### config.mk
export PLATFORM = sky130hd
export DESIGN_NAME = mem16_arbiter
export DESIGN_NICKNAME = d
export VERILOG_FILES = /design/src/rtl/mem16_arbiter.sv
export SDC_FILE = /design/constraint.sdc
export NUM_CORES = 1
export LEC_CHECK = 0
export BUFFER_PORTS_ARGS = -buffer_cell sky130_fd_sc_hd__buf_2
export CORE_ASPECT_RATIO = 0.5
export CORE_MARGIN = 2
export CORE_UTILIZATION = 45
export CTS_CLUSTER_SIZE = 14
export DETAILED_ROUTE_END_ITERATION = 8
export GPL_TIMING_DRIVEN = 1
export PLACE_DENSITY_LB_ADDON = 0.05
export REMOVE_ABC_BUFFERS = 1
export SLEW_MARGIN = 5
export SYNTH_ARGS = -nofsm -noshare
export SYNTH_HDL_FRONTEND = slang
export SYNTH_SLANG_ARGS = --single-unit
### constraint.sdc
create_clock -name clk -period 2 [get_ports clk]
set_input_delay 0.5 -clock clk [delete_from_list [all_inputs] [get_ports clk]]
set_output_delay 0.5 -clock clk [all_outputs]
set_load 0.05 [all_outputs]
### src/rtl/mem16_arbiter.sv
// Two-port round-robin arbiter/sequencer for the single-port memory16b.
// state  | meaning
// IDLE   | sample req_a/req_b, grant one and load the memory request
// ISSUE  | memory acts on the edge leaving this state
// RDWAIT | capture mem_data_out into the granted port's rdata
module mem16_arbiter #(
    parameter int ADDR_W = 16,
    parameter int DATA_W = 16
) (
    input  logic              clk,
    input  logic              rst_n,
    input  logic              req_a,
    input  logic              req_b,
    input  logic              we_a,
    input  logic              we_b,
    input  logic [ADDR_W-1:0] addr_a,
    input  logic [ADDR_W-1:0] addr_b,
    input  logic [DATA_W-1:0] wdata_a,
    input  logic [DATA_W-1:0] wdata_b,
    output logic              gnt_a,
    output logic              gnt_b,
    output logic              rvalid_a,
    output logic              rvalid_b,
    output logic [DATA_W-1:0] rdata_a,
    output logic [DATA_W-1:0] rdata_b,
    output logic              busy,
    output logic              mem_rw,
    output logic [ADDR_W-1:0] mem_add,
    output logic [DATA_W-1:0] mem_data_in,
    input  logic [DATA_W-1:0] mem_data_out
);

    typedef enum logic [1:0] {IDLE, ISSUE, RDWAIT} state_t;

    state_t state;
    logic   last;      // 0 = A, 1 = B
    logic   sel;       // port owning the transaction in flight
    logic   sel_we;
    logic   win_b;

    // On a tie the port that was not granted last time wins.
    always_comb begin
        win_b = req_b;
        if (req_a && req_b)
            win_b = ~last;
    end

    always_ff @(posedge clk or negedge rst_n) begin
        if (!rst_n) begin
            state       <= IDLE;
            last        <= 1'b1;
            sel         <= 1'b0;
            sel_we      <= 1'b0;
            gnt_a       <= 1'b0;
            gnt_b       <= 1'b0;
            rvalid_a    <= 1'b0;
            rvalid_b    <= 1'b0;
            rdata_a     <= '0;
            rdata_b     <= '0;
            busy        <= 1'b0;
            mem_rw      <= 1'b1;
            mem_add     <= '0;
            mem_data_in <= '0;
        end else begin
            gnt_a    <= 1'b0;
            gnt_b    <= 1'b0;
            rvalid_a <= 1'b0;
            rvalid_b <= 1'b0;
            case (state)
                IDLE: begin
                    if (req_a || req_b) begin
                        sel         <= win_b;
                        last        <= win_b;
                        gnt_a       <= ~win_b;
                        gnt_b       <= win_b;
                        sel_we      <= win_b ? we_b : we_a;
                        mem_rw      <= ~(win_b ? we_b : we_a);
                        mem_add     <= win_b ? addr_b : addr_a;
                        mem_data_in <= win_b ? wdata_b : wdata_a;
                        busy        <= 1'b1;
                        state       <= ISSUE;
                    end
                end
                ISSUE: begin
                    mem_rw <= 1'b1;
                    if (sel_we) begin
                        busy  <= 1'b0;
                        state <= IDLE;
                    end else begin
                        state <= RDWAIT;
                    end
                end
                RDWAIT: begin
                    if (sel) begin
                        rdata_b  <= mem_data_out;
                        rvalid_b <= 1'b1;
                    end else begin
                        rdata_a  <= mem_data_out;
                        rvalid_a <= 1'b1;
                    end
                    busy  <= 1'b0;
                    state <= IDLE;
                end
                default: begin
                    mem_rw <= 1'b1;
                    busy   <= 1'b0;
                    state  <= IDLE;
                end
            endcase
        end
    end

endmodule

### After elaboration in Yosys (flattened, before gate mapping)

Cells that the tools add are included.
W data, S select, Z words.

| word-level totals | value |
|---|---|
| register bits | 75 |
| input bits | 86 |
| word-level logic and storage cells | 51 |
| output and inout port bits | 70 |

| operators by class | value |
|---|---|
| mux-type cells | 20 |
| equality and inequality tests | 4 |
| bitwise logic cells | 5 |
| reductions and logical operators | 8 |

Operators by type and width:

| kind | count |
|---|---|
| $mux W16 | 2 |
| $mux W1 | 13 |
| $reduce_and A2 Y1 | 5 |
| $not A1 Y1 | 5 |
| $mux W2 | 2 |
| $ne A2 B2 Y1 const B | 2 |
| $pmux W1 S2 | 2 |
| $pmux W2 S2 | 1 |
| $eq A2 B1 Y1 const B | 1 |
| $eq A2 B2 Y1 const B | 1 |
| $logic_not A2 Y1 | 1 |
| $logic_and A1 B1 Y1 | 1 |
| $logic_or A1 B1 Y1 | 1 |

### Depth between registers and ports, before layout

| logic depth | value |
|---|---|
| depth after elaboration | 6 |
| depth in mapped cells | 5 |
| gate-level depth less buffers | 4 |

### Least setup slack after synthesis

Ideal clock, no wire load.

| timing path | value |
|---|---|
| kind | reg-to-reg |
| start | reg state[0] |
| end | reg rdata_a[10] |
| clock period less this slack | 1.482 ns |
| buffers on the path | 2 |
| library setup time | 0.125 ns |
| data required time | 1.875 ns |
| data arrival time | 1.358 ns |
| slack | 0.518 ns |
| cell stages (with the launch flop) | 5 |
| cells stage by stage | dfrtp_1 buf_4 nor3b_4 buf_6 mux2_2 |

| between the ends | value |
|---|---|
| word-level cells in the longest chain between the ends | 2 |

RTL lines:

| item | line | source |
|---|---|---|
| start, declared | 35 | `state_t state;` |
| start signal, assigned | 50 | `state <= IDLE;` |
| start signal, assigned | 81 | `state <= ISSUE;` |
| start signal, assigned | 88 | `state <= IDLE;` |
| $eq A2 B2 Y1 | 69 | `case (state)` |
| $reduce_and A2 Y1 (no line) | n/a |  |
| end signal, assigned | 98 | `rdata_a <= mem_data_out;` |
| end, declared | 24 | `output logic [DATA_W-1:0] rdata_a,` |

Every way passes these cells.
A chain may end at the register's enable or synchronous reset.

### Final worst setup path

| timing path | value |
|---|---|
| start | reg mem_rw |
| end | out mem_rw |

RTL lines:

| item | line | source |
|---|---|---|
| start, declared | 27 | `output logic mem_rw,` |
| start signal, assigned | 77 | `mem_rw <= ~(win_b ? we_b : we_a);` |

No word-level cell between the ends.

==> summary.md <==
| Metric | Value |
|---|---|
| Outcome | completed |
| Area growth, synth to finish | 38.7% |
| Hold WC Path Type | input port to asynchronous set/reset pin |
| EDFF count, synth | 0 |
| Uppermost layer routed | met4 |
| Ys Warns | 0 |
| Largest net degree at the start of global routing | 40 |
| Synth cell count leaders | 73 x dfrtp_1, 32 x mux2_2, 31 x a221o_1, 31 x and3_1, 6 x clkbuf_1 |
| Biggest area consumer among synthesized cells | dfrtp_1 |
| Total CTS buffers | 9 |
| DRC | 0 |
| Cell Area, Placed | 0.00395 mm² |
| Seq/Total Area, Yosys | 0.613 |
| Fin crit share | 0.800 |
| Max-slew violations | 0 |
| Syn Area/Cell | 14.2 µm² |
| Total global routing track utilization | 0.206 |
| Ant. Diodes | 0 |
| Top-count cell post-synth | dfrtp_1 |
| Die area | 0.00753 mm² |
| RSZ-0062 raised after global routing | false |
| Slowest-stage cell, CP | dfstp_2 |
| Min Hold Slack | 0.131 ns |
| Die X-Extent | 121 µm |
| Clock skew | 0.00581 ns |
| Clk root buf | clkbuf_16 |
| Synth Cell Area | 0.00307 mm² |
| Post-route cell area | 0.00425 mm² |
| Kind of critical path | flop to primary output |
| Ys async rst share | 1.00 |
| Max_slew headroom | 0.675 |
| Maximum fanout along the worst path | 2 |
| Detail Route Antenna Nets | 0 |
| DR vias/cell | 5.28 |
| Final #Nets | 461 |
| Grt ovf | 0 |
| CP Capture Type | primary output |
| Buf/Inv on CP | 1 |
| TNS Setup | 0 ns |
| Fraction of layout cells with a size suffix above 1 | 0.582 |
| CTS sink cnt | 75 |
| GPL Wtd Cong | 0.780 |
| # setup viols final | 0 |
| Cells after synthesis | 216 |
| Max stage delay on crit path | 0.53 ns |
| Global-route wire length before repair | 12,000 µm |
| CTS Hold Bufs | 0 |
| Max Cap Violations | 0 |
| CP required | 1.50 ns |
| Drt total wl | 7390 µm |
| Setup bufs post-CTS | 0 |
| H-tree depth | 3 |
| Clock transition at path regs | 0.06 ns |
| Met3 WL | 543 µm |
| Delay-heaviest family, CP | flip-flops |
| Die H | 62.4 µm |
| Post-CTS Resized | 0 |
| Critical path arrival | 1.10 ns |
| Worst-Margin Slew | 0.488 ns |
| Ports | 156 |
| Synth unique cells | 28 |
| Clock buffer depth | 2 |
| Worst skew pair latency | 0.32 ns |
| Max Clock Freq | 625 MHz |
| Initial DRC Count | 127 |
| Number of global-route vias before repair | 2,426 |
| Top cells by area, synth | dfrtp_1 60%, mux2_2 12%, a221o_1 10% |
| Final Hold Fails | 0 |
| Startpoint Class | flop |
| CTS tree | built |
| Worst path cell trace | buf_2 |
| Initial DRT Pass Iterations | 4 |
| Final Util | 0.640 |
| HPWL Detailed | 5270 µm |
| Routed wire length per instance | 15.7 µm |
| I/O Buffers | 155 |
| Post-synth top area share | 0.595 |
| Final min period | 1.60 ns |
| Yosys reg bits | 75 |
| Wire length on met1 | 3230 µm |
| Core Rows | 21 |
| Core area | 0.00665 mm² |
| Vias | 2,491 |
| Starting density of the core | 0.462 |
| Prevailing post-synth register cell | dfrtp_1 |
| Metal2 WL | 3540 µm |
| Antenna violations before repair | 0 |
==> sequential cells by signal, indices dropped and copies added, names as in the netlist <==
name,cells
busy,1
rvalid_a,1
sel_we,1
gnt_a,1
sel,1
rdata_a,16
mem_data_in,16
mem_rw,1
state,2
rvalid_b,1
gnt_b,1
rdata_b,16
last,1
mem_add,16
==> final cells by class <==
type / count / area, µm²
timing repair buffer: 164 / 858
clock buffer: 11 / 243
fill: 520 / 2390
sequential: 75 / 1880
inverter: 2 / 7.51
clock inverter: 5 / 61.3
tap: 92 / 115
multi-input combinational: 123 / 1090
==> metrics by stage <==
step	std cells	worst slack, ns
4_1_cts	472	0.386
5_1_grt	472	0.347
3_5_place_dp	456	0.351
3_3_place_gp	456	0.408
6_report	472	0.399
2_1_floorplan	200	-0.167
==> worst paths after layout <==
path                                      start  slack [ns]                           to  cells after the start
hold / removal                            rst_n        0.13  mem_data_in[10]$_DFFE_PN0P_                      1
min in group clk                     wdata_b[5]        0.41   mem_data_in[5]$_DFFE_PN0P_                      2
hold reg to reg              sel_we$_DFFE_PN0P_        0.47         state[1]$_DFFE_PN0P_                      1
setup / recovery             mem_rw$_DFFE_PN1P_        0.40                       mem_rw                      1
max in group asynchronous                 rst_n        1.19       rdata_a[5]$_DFFE_PN0P_                      2
setup reg to reg           state[1]$_DFFE_PN0P_        0.46       rdata_a[0]$_DFFE_PN0P_                      3
==> metal layers <==
layer  vias to the layer above  global-route usage
li1                       1142                   -
met2                        97               0.335
met5                         -                   0
met1                      1243               0.266
met3                         9              0.0648
met4                         0              0.0610
==> cell families (layout without fill, tap and decap cells) <==
kind of cell           after synthesis  count (layout)  synth area share
AO/OA/AOI/OAI                       45              45             0.135
buffers and inverters               18             182            0.0334
flip-flops                          75              75             0.613
multiplexers                        32              32             0.117
AND/OR/NAND/NOR                     46              46             0.102
==> placed cells by master, fill, tap and decap left out, drive strengths merged <==
cell type	count
nand3b	1
nand2	5
o21ai	1
bufinv	1
a21oi	2
buf	164
inv	3
a21boi	1
a2bb2oi	3
or2	2
clkinvlp	3
nor3b	3
clkbuf	11
a211oi	3
dfrtp	73
nor2	3
a221o	31
and3	31
a21bo	1
a21o	2
nand2b	1
mux2	32
o21bai	1
dfstp	2
Power is not shown: default switching activity piles up to over one toggle a cycle in this logic, so the estimate is an artifact.
